## src/rtl/fmap_streamer.sv

```systemverilog
// fmap_streamer: reads a 28x28 / 12x12 byte feature map in raster order and feeds a 5-row sliding window.
// Optional feature macro: STREAMER_FLUSH_EN appends W-1 zero pixels so the last window row completes.
module fmap_streamer #(
    parameter int unsigned DATA_W = 8,
    parameter int unsigned ADDR_W = 10
) (
    input  logic              clk,
    input  logic              rst,
    input  logic              go,
    input  logic              state,
    input  logic              hold,
    output logic              rd_en,
    output logic [ADDR_W-1:0] rd_addr,
    input  logic [DATA_W-1:0] rd_data,
    output logic [DATA_W-1:0] din,
    output logic              start,
    output logic              tap_valid,
    output logic [4:0]        tap_row,
    output logic [4:0]        tap_col,
    output logic              win_valid,
    output logic              busy,
    output logic              done
);
    localparam int unsigned CNT_W = ADDR_W + 1;
    localparam int unsigned POS_W = 5;

`ifdef STREAMER_FLUSH_EN
    typedef enum logic [2:0] {S_IDLE, S_RUN, S_DRAIN, S_FLUSH, S_DONE} fsm_e;
`else
    typedef enum logic [2:0] {S_IDLE, S_RUN, S_DRAIN, S_DONE} fsm_e;
`endif

    fsm_e              fsm_q, fsm_d;
    logic              w12_q, w12_d;
    logic [ADDR_W-1:0] cnt_q, cnt_d;
    logic [CNT_W-1:0]  pix_q, pix_d;
    logic [CNT_W-1:0]  kcur_q, kcur_d;
    logic [POS_W-1:0]  pr_q, pr_d;
    logic [POS_W-1:0]  pc_q, pc_d;
    logic              vld_q, vld_d;
    logic              rd_en_q, rd_en_d;
    logic [ADDR_W-1:0] rd_addr_q, rd_addr_d;
    logic [DATA_W-1:0] din_q, din_d;
    logic              start_q, start_d;
    logic              tap_valid_q, tap_valid_d;
    logic [POS_W-1:0]  tap_row_q, tap_row_d;
    logic [POS_W-1:0]  tap_col_q, tap_col_d;
    logic              win_valid_q, win_valid_d;
    logic              busy_q, busy_d;
    logic              done_q, done_d;

    logic [ADDR_W-1:0] last_addr;
    logic [CNT_W-1:0]  first_tap;
    logic [POS_W-1:0]  w_m1;
`ifdef STREAMER_FLUSH_EN
    logic [CNT_W-1:0]  flush_last;
`endif

    // Frame geometry for the width latched at go.
    always_comb begin
        if (w12_q) begin
            last_addr  = ADDR_W'(143);
            first_tap  = CNT_W'(59);
            w_m1       = POS_W'(11);
`ifdef STREAMER_FLUSH_EN
            flush_last = CNT_W'(154);
`endif
        end else begin
            last_addr  = ADDR_W'(783);
            first_tap  = CNT_W'(139);
            w_m1       = POS_W'(27);
`ifdef STREAMER_FLUSH_EN
            flush_last = CNT_W'(810);
`endif
        end
    end

    always_comb begin
        fsm_d       = fsm_q;
        w12_d       = w12_q;
        cnt_d       = cnt_q;
        pix_d       = pix_q;
        kcur_d      = kcur_q;
        pr_d        = pr_q;
        pc_d        = pc_q;
        vld_d       = rd_en_q;
        rd_en_d     = 1'b0;
        rd_addr_d   = rd_addr_q;
        din_d       = din_q;
        start_d     = 1'b0;
        tap_valid_d = 1'b0;
        tap_row_d   = tap_row_q;
        tap_col_d   = tap_col_q;
        win_valid_d = 1'b0;
        done_d      = 1'b0;

        // A landed RAM word becomes the next window pixel.
        if (vld_q) begin
            din_d   = rd_data;
            start_d = 1'b1;
            kcur_d  = pix_q;
            pix_d   = pix_q + CNT_W'(1);
        end

        // Taps hold a full column once 5W-1 pixels have been shifted in.
        if (start_q && (kcur_q >= first_tap)) begin
            tap_valid_d = 1'b1;
            tap_row_d   = pr_q;
            tap_col_d   = pc_q;
            win_valid_d = (pc_q >= POS_W'(4));
            if (pc_q == w_m1) begin
                pc_d = '0;
                pr_d = pr_q + POS_W'(1);
            end else begin
                pc_d = pc_q + POS_W'(1);
            end
        end

        unique case (fsm_q)
            S_IDLE: begin
                if (go) begin
                    fsm_d = S_RUN;
                    w12_d = state;
                    cnt_d = '0;
                    pix_d = '0;
                    pr_d  = '0;
                    pc_d  = '0;
                end
            end
            S_RUN: begin
                if (!hold) begin
                    rd_en_d   = 1'b1;
                    rd_addr_d = cnt_q;
                    cnt_d     = cnt_q + ADDR_W'(1);
                    if (cnt_q == last_addr) begin
                        fsm_d = S_DRAIN;
                    end
                end
            end
            S_DRAIN: begin
                if (vld_q && (pix_q == CNT_W'(last_addr))) begin
`ifdef STREAMER_FLUSH_EN
                    fsm_d = S_FLUSH;
`else
                    fsm_d = S_DONE;
`endif
                end
            end
`ifdef STREAMER_FLUSH_EN
            S_FLUSH: begin
                din_d   = '0;
                start_d = 1'b1;
                kcur_d  = pix_q;
                pix_d   = pix_q + CNT_W'(1);
                if (pix_q == flush_last) begin
                    fsm_d = S_DONE;
                end
            end
`endif
            S_DONE: begin
                done_d = 1'b1;
                fsm_d  = S_IDLE;
            end
            default: fsm_d = S_IDLE;
        endcase

        busy_d = (fsm_d != S_IDLE);
    end

    always_ff @(posedge clk or posedge rst) begin
        if (rst) begin
            fsm_q       <= S_IDLE;
            w12_q       <= 1'b0;
            cnt_q       <= '0;
            pix_q       <= '0;
            kcur_q      <= '0;
            pr_q        <= '0;
            pc_q        <= '0;
            vld_q       <= 1'b0;
            rd_en_q     <= 1'b0;
            rd_addr_q   <= '0;
            din_q       <= '0;
            start_q     <= 1'b0;
            tap_valid_q <= 1'b0;
            tap_row_q   <= '0;
            tap_col_q   <= '0;
            win_valid_q <= 1'b0;
            busy_q      <= 1'b0;
            done_q      <= 1'b0;
        end else begin
            fsm_q       <= fsm_d;
            w12_q       <= w12_d;
            cnt_q       <= cnt_d;
            pix_q       <= pix_d;
            kcur_q      <= kcur_d;
            pr_q        <= pr_d;
            pc_q        <= pc_d;
            vld_q       <= vld_d;
            rd_en_q     <= rd_en_d;
            rd_addr_q   <= rd_addr_d;
            din_q       <= din_d;
            start_q     <= start_d;
            tap_valid_q <= tap_valid_d;
            tap_row_q   <= tap_row_d;
            tap_col_q   <= tap_col_d;
            win_valid_q <= win_valid_d;
            busy_q      <= busy_d;
            done_q      <= done_d;
        end
    end

    assign rd_en     = rd_en_q;
    assign rd_addr   = rd_addr_q;
    assign din       = din_q;
    assign start     = start_q;
    assign tap_valid = tap_valid_q;
    assign tap_row   = tap_row_q;
    assign tap_col   = tap_col_q;
    assign win_valid = win_valid_q;
    assign busy      = busy_q;
    assign done      = done_q;
endmodule

```

## config.mk

```make
export PLATFORM = sky130hd
export DESIGN_NAME = fmap_streamer
export DESIGN_NICKNAME = d
export VERILOG_FILES = /design/src/rtl/fmap_streamer.sv
export SDC_FILE = /design/constraint.sdc
export NUM_CORES = 1
export LEC_CHECK = 0
export BUFFER_PORTS_ARGS = -buffer_cell sky130_fd_sc_hd__buf_2
export CAP_MARGIN = 10
export CORE_MARGIN = 1
export CORE_UTILIZATION = 40
export CTS_BUF_LIST = sky130_fd_sc_hd__clkbuf_16
export CTS_CLUSTER_DIAMETER = 200
export DETAILED_ROUTE_END_ITERATION = 12
export PLACE_DENSITY = 0.57
export SLEW_MARGIN = 0
export SYNTH_ARGS = -nofsm -noshare
export SYNTH_HDL_FRONTEND = slang
export SYNTH_SLANG_ARGS = --single-unit
export TNS_END_PERCENT = 20
```

## constraint.sdc

```tcl
create_clock -name clk -period 2.4 [get_ports clk]
set_input_delay 0.24 -clock clk [delete_from_list [all_inputs] [get_ports clk]]
set_output_delay 0.24 -clock clk [all_outputs]
set_load 0.1 [all_outputs]
```

# Word level (Yosys, flattened, before mapping)
# Cells that the tools add are included.
[op_classes] n_bitwise=1 n_reduce_logical=8 addsub=4 n_mux=28 eq_ne=8 order_cmp=2
[ops] operator="2-to-1 mux 5 bit" count=9
[ops] operator="2-to-1 mux 11 bit" count=3
[ops] operator="2-to-1 mux 10 bit" count=3
[ops] operator="one-hot mux 10 bit (2 select lines)" count=1
[ops] operator="2-to-1 mux 3 bit" count=4
[ops] operator="adder 11 x 1 -> 11 bit, second input constant" count=1
[ops] operator="equality test 11 x 10 -> 1 bit" count=1
[ops] operator="greater-or-equal comparator 11 bit" count=1
[ops] operator="adder 10 x 1 -> 10 bit, second input constant" count=1
[ops] operator="adder 5 x 1 -> 5 bit, second input constant" count=2
[ops] operator="equality test 10 bit" count=1
[ops] operator="one-hot mux 3 bit (3 select lines)" count=1
[ops] operator="2-to-1 mux 8 bit" count=1
[ops] operator="equality test 3 x 2 -> 1 bit, second input constant" count=2
[ops] operator="2-to-1 mux 1 bit" count=6
[ops] operator="equality test 5 bit" count=1
[ops] operator="greater-or-equal comparator 5 x 3 -> 1 bit, second input constant" count=1
[ops] operator="!= test 2 bit, second input constant" count=2
[ops] operator="AND reduction 2 bit" count=2
[ops] operator="equality test 3 x 1 -> 1 bit, second input constant" count=1
[ops] operator="logical NOT 3 bit" count=1
[ops] operator="AND reduction 3 bit" count=1
[ops] operator="nonzero test 3 bit" count=1
[ops] operator="logical AND 1 bit" count=2
[ops] operator="2 further kinds" count=2
[word_totals] output_inout_bits=34 wordCells=69 in_bits=13 ff_bits=81

# Logic depth before layout (Yosys ltp)
# Gate-level depths: netlist of the first run.
[logic_depth] depth_word=6 depth_mapped=7 depth_no_buf=6

# Least setup slack after synthesis of the first run
# OpenSTA, ideal clock, no wires.
[synth_timing] path_kind="register to register" from="register start_q, in the netlist start" to="register pr_q[3]" path_stages_with_launch=4 arrival_time_ps=1991 setup_time_ps=77 slack_ps=331 synth_period_minus_slack_ps=2069 path_cell_list="dfrtp_1 -> o2111ai_2 -> or4_1 -> a21oi_1"
[synth_via] elab_chain_cells=4
[synth_lines] element="from (decl)" line_no="44" text="logic start_q, start_d;"
[synth_lines] element="from (signal assigned)" line_no="202" text="start_q <= start_d;"
[synth_lines] element="logical AND 1 bit (*)" line_no="106" text="if (start_q && (kcur_q >= first_tap)) begin"
[synth_lines] element="2-to-1 mux 5 bit (*)" line_no="106"
[synth_lines] element="2-to-1 mux 5 bit" line_no="121" text="if (go) begin"
[synth_lines] element="2-to-1 mux 5 bit (*)" line_no="119" text="unique case (fsm_q)"
[synth_lines] element="named net pr_d[3]" line_no="38" text="logic [POS_W-1:0] pr_q, pr_d;"
[synth_lines] element="to (signal assigned)" line_no="196" text="pr_q <= pr_d;"
[synth_lines] element="to (decl)" line_no="38"
# The timed path passes the listed nets; every way through them passes the cells marked *.
# A chain may end at the register's enable or synchronous reset.

# Final worst setup path of the first run
[layout_timing] from="register w12_q" to="register tap_row_q[3], in the netlist tap_row[3]"
[layout_via] elab_chain_cells=3
[layout_lines] element="from (decl)" line_no="34" text="logic w12_q, w12_d;"
[layout_lines] element="from (signal assigned)" line_no="192" text="w12_q <= w12_d;"
[layout_lines] element="2-to-1 mux 8 bit" line_no="61" text="if (w12_q) begin"
[layout_lines] element="greater-or-equal comparator 11 bit" line_no="106"
[layout_lines] element="logical AND 1 bit" line_no="106"
[layout_lines] element="to (signal assigned)" line_no="204" text="tap_row_q <= tap_row_d;"
[layout_lines] element="to (decl)" line_no="46" text="logic [POS_W-1:0] tap_row_q, tap_row_d;"
# Every way passes these cells.

==> flow_summary.json, run 1 <==
{
  "status": "finished with violations",
  "violations": "DRC",
  "ys_seq_area_frac": 0.5533,
  "grt_pass1_wl_um": 12010,
  "power.leakage_nw": 2.110,
  "arrival_ps": 2260,
  "htreeDepth": 3,
  "syn_avg_cell_area_sq_um": 12.25,
  "synth_flop_cell": "dfrtp_1",
  "worstMarginPinSlew_ps": 609.4,
  "setup-violations-final": 0,
  "clk_path_buf_depth": 2,
  "drtIter0Drc": 91,
  "pre_cts_ws_ps": 354.2,
  "start_kind": "flop",
  "fin_crit_ps": 2046,
  "hold_class": "in -> reg",
  "grt_setup_unrepaired": "no",
  "drive_gt1_frac": 0.3258,
  "initial_utilization": 0.4160,
  "crit_path_start": "w12_q",
  "synth_area_sq_um": 3664,
  "drt_wl_total_um": 6938,
  "clock-sinks": 81,
  "grt_max_degree": 54,
  "most-common-layout-cells": "81 x dfrtp_1, 46 x buf_2, 33 x mux2_2, 22 x nor2_1, 14 x nand2_1",
  "switchingPower_w": 0.001154,
  "cts_tree": "done",
  "crit_required_ps": 2620,
  "tns_ps": 0,
  "first_global_vias": 2363,
  "hpwlAfterDp_um": 4667,
  "antenna_found_initial": 0,
  "max_stage_delay_ps": 460,
  "regToRegStartpoint": "w12_q",
  "worst_path_most_repeated_cell": "buf_4",
  "ys_ff_latch": 81,
  "ys_warn_count": 0,
  "synth_top_area_cell": "dfrtp_1",
  "vias_per_cell": 5.328,
  "num_vias": 2472,
  "yosysUniqueCellTypes": 51,
  "grt_remaining_overflow": 0,
  "maxCapViolCount": 0,
  "insertion_delay_ps": 330,
  "ir_worst_vdd_mv": 0.3973,
  "grtUsageTotal": 0.1601,
  "synthTopCellsByArea": "dfrtp_1 55%, mux2_2 10%, mux2_4 3.3%",
  "core_area_sq_um": 8806,
  "critPathKind": "reg -> reg",
  "critical-path-top-delay-family": "simple AND/OR/NAND/NOR gates",
  "setup_ws_ps": 353.9,
  "antenna_left": 0,
  "rows": 34,
  "synth_nets": 320,
  "switching_share": 0.3141,
  "pwr-share-seq": 0.417,
  "path_buf_inv": 2,
  "pwr-share-comb": 0.203,
  "crit_chain": "buf_4 -> ha_1 -> or4_4 -> o21ai_4 -> nor2_2 -> buf_4 -> mux2_4",
  "numCtsBuffers": 9,
  "synth_top_area_share": 0.5533,
  "synth_edf_count": 0,
  "syn_to_final_growth_pct": 19.26,
  "dr.pass1.iters": 8,
  "boundaryPins": 47,
  "layout_commonest_cell": "dfrtp_1",
  "powerDensity_nw_per_um2": 840.8,
  "numPortBuffers": 46,
  "syn_inst": 299,
  "wire_per_inst_um": 14.95,
  "slowest_stage": "or4_4",
  "cp_max_fo": 7,
  "finalHoldViolCount": 0,
  "power_frac_clock": 0.381,
  "end_kind": "flop",
  "period_share": 0.8525,
  "cts.clk_slew.worst_paths_ps": 60,
  "slew_violations": 0,
  "cts.root.buffer_cell": "clkbuf_16",
  "post_cts_buffers": 0,
  "drcViolationCount": 11,
  "internal_power_w": 0.002520,
  "slew-limit-headroom": 0.5919,
  "min_from": "rd_data[0]",
  "die-area_sq_um": 9545,
  "worst_clock_skew_ps": 5.972,
  "die_w_um": 97.70,
  "routabilityCongestion": 0.8648,
  "die_y_um": 97.70,
  "max_freq_mhz": 488.7,
  "nets": 373,
  "synthArstFlopShare": 1.000,
  "antenna_cells": 0
}
cell usage after synthesis, types with 3 or more instances:
master	n
dfrtp_1	81
mux2_2	33
nor2_1	22
nand2_1	14
xor2_1	13
nand3_1	11
a21oi_1	9
o21ai_0	9
ha_1	8
mux2_4	8
inv_1	7
nor3_1	7
buf_2	6
clkbuf_1	6
nand4_1	6
mux2i_1	4
o211ai_1	4
xnor2_1	4
nor4b_1	3
o2111ai_1	3
or3_1	3
final timing paths:
path / to / slack, ps / depth (start not counted)
setup / recovery: tap_row[3] / 350 / 7
hold / removal: din[0] / 140 / 2
setup reg to reg: tap_row[3] / 350 / 7
hold reg to reg: vld_q / 380 / 0
max in group asynchronous: pix_q[2] / 1290 / 4
min in group asynchronous: done / 470 / 3
kinds of logic after synthesis:
kind of cell,share of synthesized area
and+or+nand+nor,0.1318
DFF,0.5533
muxes,0.1452
AOI/OAI and AO/OA,0.07514
buffers and inverters,0.02561
xor gates and xnor gates,0.04064
adders and majority gates,0.02732
other,0.001024
per-layer routing:
layer | track usage | routed length, um | vias to the layer above
met4 | 0.07343 | 136 | 0
met2 | 0.2428 | 3167 | 64
li1 | - | - | 1186
met1 | 0.2150 | 3324 | 1209
met5 | 0 | 0 | -
met3 | 0.04245 | 309 | 13
final cells by class:
type	count	area (sq um)
Clock buffer	9	225.2
Fill cell	804	4437
Multi-Input combinational cell	197	1558
Tap cell	108	135.1
Clock inverter	6	76.32
Sequential cell	81	2027
Timing Repair Buffer	56	320.3
Inverter	7	27.53
metrics by stage:
stage / util / total power [W] / instance area (sq um) / hold slack, ps / std cells
floorplan: - / 0.002164 / 3664 / 351.9 / 299
finish: 0.4962 / 0.003674 / 4369 / 138.4 / 464
global placement: 0.4608 / 0.002294 / 4058 / 297.5 / 448
global route: 0.4962 / 0.003814 / 4369 / 132.3 / 464
CTS: 0.4962 / 0.003719 / 4369 / 127.5 / 464
detailed placement: 0.4608 / 0.002304 / 4058 / 298.6 / 448
flip-flops by register name, summed over array words and instances, names as in the netlist, 3 cells and up:
signal,count
tap_col,5
cnt_q,10
pix_q,11
fsm_q,3
kcur_q,11
pr_q,5
rd_addr,10
pc_q,5
din,8
tap_row,5
repair_timing:
action                                 4_1_cts  5_1_grt
endpoints found under the hold margin       28        0
hold buffers                                 1        0
resized for setup                            0        0
power by group through the flow:
stage | clock network (W) | registers, W | logic (W)
floorplan | 0 | 0.00197 | 0.000195
global placement | 0 | 0.00155 | 0.000741
detailed placement | 0 | 0.00156 | 0.000747
CTS | 0.00144 | 0.00153 | 0.000750
global route | 0.00148 | 0.00155 | 0.000784
finish | 0.00140 | 0.00153 | 0.000744
worst register-to-register path, stage by stage (launching register included):
cell	delay, ps
dfrtp_1	370
buf_4	160
ha_1	210
or4_4	460
o21ai_4	190
nor2_2	80
buf_4	170
mux2_4	290
Power figures use the tool's default switching activity.
==> run 2, diff against run 1 <==
clock period = 1.7 ns   (was 2.4 ns; I/O delays follow)
==> flow_summary.json, run 2 (synthesis results as in run 1) <==
{
  "period_share": 1.161,
  "antenna_cells": 0,
  "power.leakage_nw": 2.211,
  "clk_path_buf_depth": 2,
  "pwr-share-comb": 0.224,
  "layout_commonest_cell": "dfrtp_1",
  "powerDensity_nw_per_um2": 1111,
  "internal_power_w": 0.003466,
  "status": "finished with violations",
  "grtUsageTotal": 0.1664,
  "crit_chain": "buf_6 -> ha_4 -> or4_4 -> o21ai_4 -> nor2_4 -> buf_12 -> mux2_4",
  "switching_share": 0.3242,
  "numCtsBuffers": 9,
  "critical-path-top-delay-family": "simple AND/OR/NAND/NOR gates",
  "num_vias": 2477,
  "drtIter0Drc": 81,
  "first_global_vias": 2591,
  "die-area_sq_um": 9545,
  "grt_remaining_overflow": 0,
  "ir_worst_vdd_mv": 0.7153,
  "fin_crit_ps": 1974,
  "antenna_found_initial": 0,
  "crit_required_ps": 1920,
  "boundaryPins": 47,
  "core_area_sq_um": 8806,
  "die_w_um": 97.70,
  "setup_ws_ps": -273.5,
  "arrival_ps": 2190,
  "whs_ps": 64.62,
  "cts.clk_slew.worst_paths_ps": 60,
  "nets": 394,
  "syn_to_final_growth_pct": 25.96,
  "p_total_w": 0.005128,
  "largestRegisters": "kcur_q x11, pix_q x11",
  "pwr-share-seq": 0.420,
  "end_kind": "flop",
  "finalHoldViolCount": 0,
  "worst_clock_skew_ps": 4.749,
  "cts.root.buffer_cell": "clkbuf_16",
  "htreeDepth": 3,
  "cts_tree": "done",
  "power_frac_clock": 0.356,
  "drt_wl_total_um": 7180,
  "drcViolationCount": 14,
  "cp_max_fo": 12,
  "max_stage_delay_ps": 470,
  "pre_cts_ws_ps": -566.8,
  "die_y_um": 97.70,
  "path_buf_inv": 2,
  "switchingPower_w": 0.001662,
  "setup-violations-final": 21,
  "most-common-layout-cells": "81 x dfrtp_1, 47 x buf_2, 33 x mux2_2, 25 x buf_4, 22 x nor2_1",
  "hpwlAfterDp_um": 4804,
  "clock-sinks": 81,
  "violations": "DRC, setup timing",
  "drive_gt1_frac": 0.3915,
  "maxCapViolCount": 0,
  "wire_per_inst_um": 14.77,
  "max_freq_mhz": 506.7,
  "numPortBuffers": 46,
  "initial_utilization": 0.4160,
  "slowest_stage": "or4_4",
  "routabilityCongestion": 0.7743,
  "vias_per_cell": 5.097,
  "start_kind": "flop",
  "grt_setup_unrepaired": "yes",
  "rows": 34,
  "grt_max_degree": 82,
  "dr.pass1.iters": 10,
  "critPathKind": "reg -> reg",
  "insertion_delay_ps": 330,
  "hold_class": "in -> reg",
  "slew_violations": 0,
  "tns_ps": -4494,
  "grt_pass1_wl_um": 12490,
  "antenna_left": 0
}
==> run 2: changes by cell type in the layout (fill, tap and decap cells not counted), sizes merged <==
cell      previous run  this run
bufinv               2         1
buf                 55        76
clkinvlp             0         1
inv                  8         9
==> run 2: through the flow <==
stage | util | cell area, sq um | instances
2_1_floorplan | - | 3667 | 299
3_3_place_gp | 0.4756 | 4188 | 465
3_5_place_dp | 0.4756 | 4188 | 465
4_1_cts | 0.5109 | 4499 | 482
5_1_grt | 0.5240 | 4614 | 486
6_report | 0.5240 | 4614 | 486
==> run 2: cell type report <==
type,instances,area (sq um)
multi-input cells,197,1647
clock inverters,7,55.05
flip-flops and latches,81,2027
fillers,752,4192
repair buffers,77,495.5
well taps,108,135.1
inverters,7,30.03
clock buffers,9,225.2
==> run 2: power groups by stage <==
stage | clock (W) | combinational [W] | sequential, W
after floorplan | 0 | 0.000276 | 0.00278
after global placement | 0 | 0.00110 | 0.00219
after detailed placement | 0 | 0.00111 | 0.00219
after CTS | 0.00188 | 0.00112 | 0.00216
after global routing | 0.00195 | 0.00121 | 0.00218
final | 0.00182 | 0.00115 | 0.00216
==> run 2: final timing paths <==
check,startpoint,endpoint,slack (ps),cells after the start
worst max-delay path,w12_q,tap_row[2],-270,7
worst min-delay path,rd_data[7],din[7],60,2
worst max register to register,w12_q,tap_row[2],-270,7
worst min register to register,rd_en,vld_q,400,0
max in group asynchronous,rst,pix_q[5],870,4
min in group asynchronous,rst,pr_q[4],510,4
==> run 2: layer usage <==
metal | vias to the layer above | track usage | routed length, um | part of all wire
met3 | 10 | 0.04245 | 212 | 0.030
met1 | 1203 | 0.2085 | 3384 | 0.47
li1 | 1225 | - | - | -
met5 | - | 0 | 0 | 0
met4 | 0 | 0.07692 | 134 | 0.019
met2 | 39 | 0.2706 | 3449 | 0.48
==> run 2: repair_timing <==
item / CTS / global route
hold endpoints to repair: 81 / 0
pin swaps: 4 / 10
resized for setup: 6 / 13
hold buffers: 1 / 0
setup buffers: 0 / 3
endpoints found under the setup margin: 22 / 22
gates cloned: 0 / 1
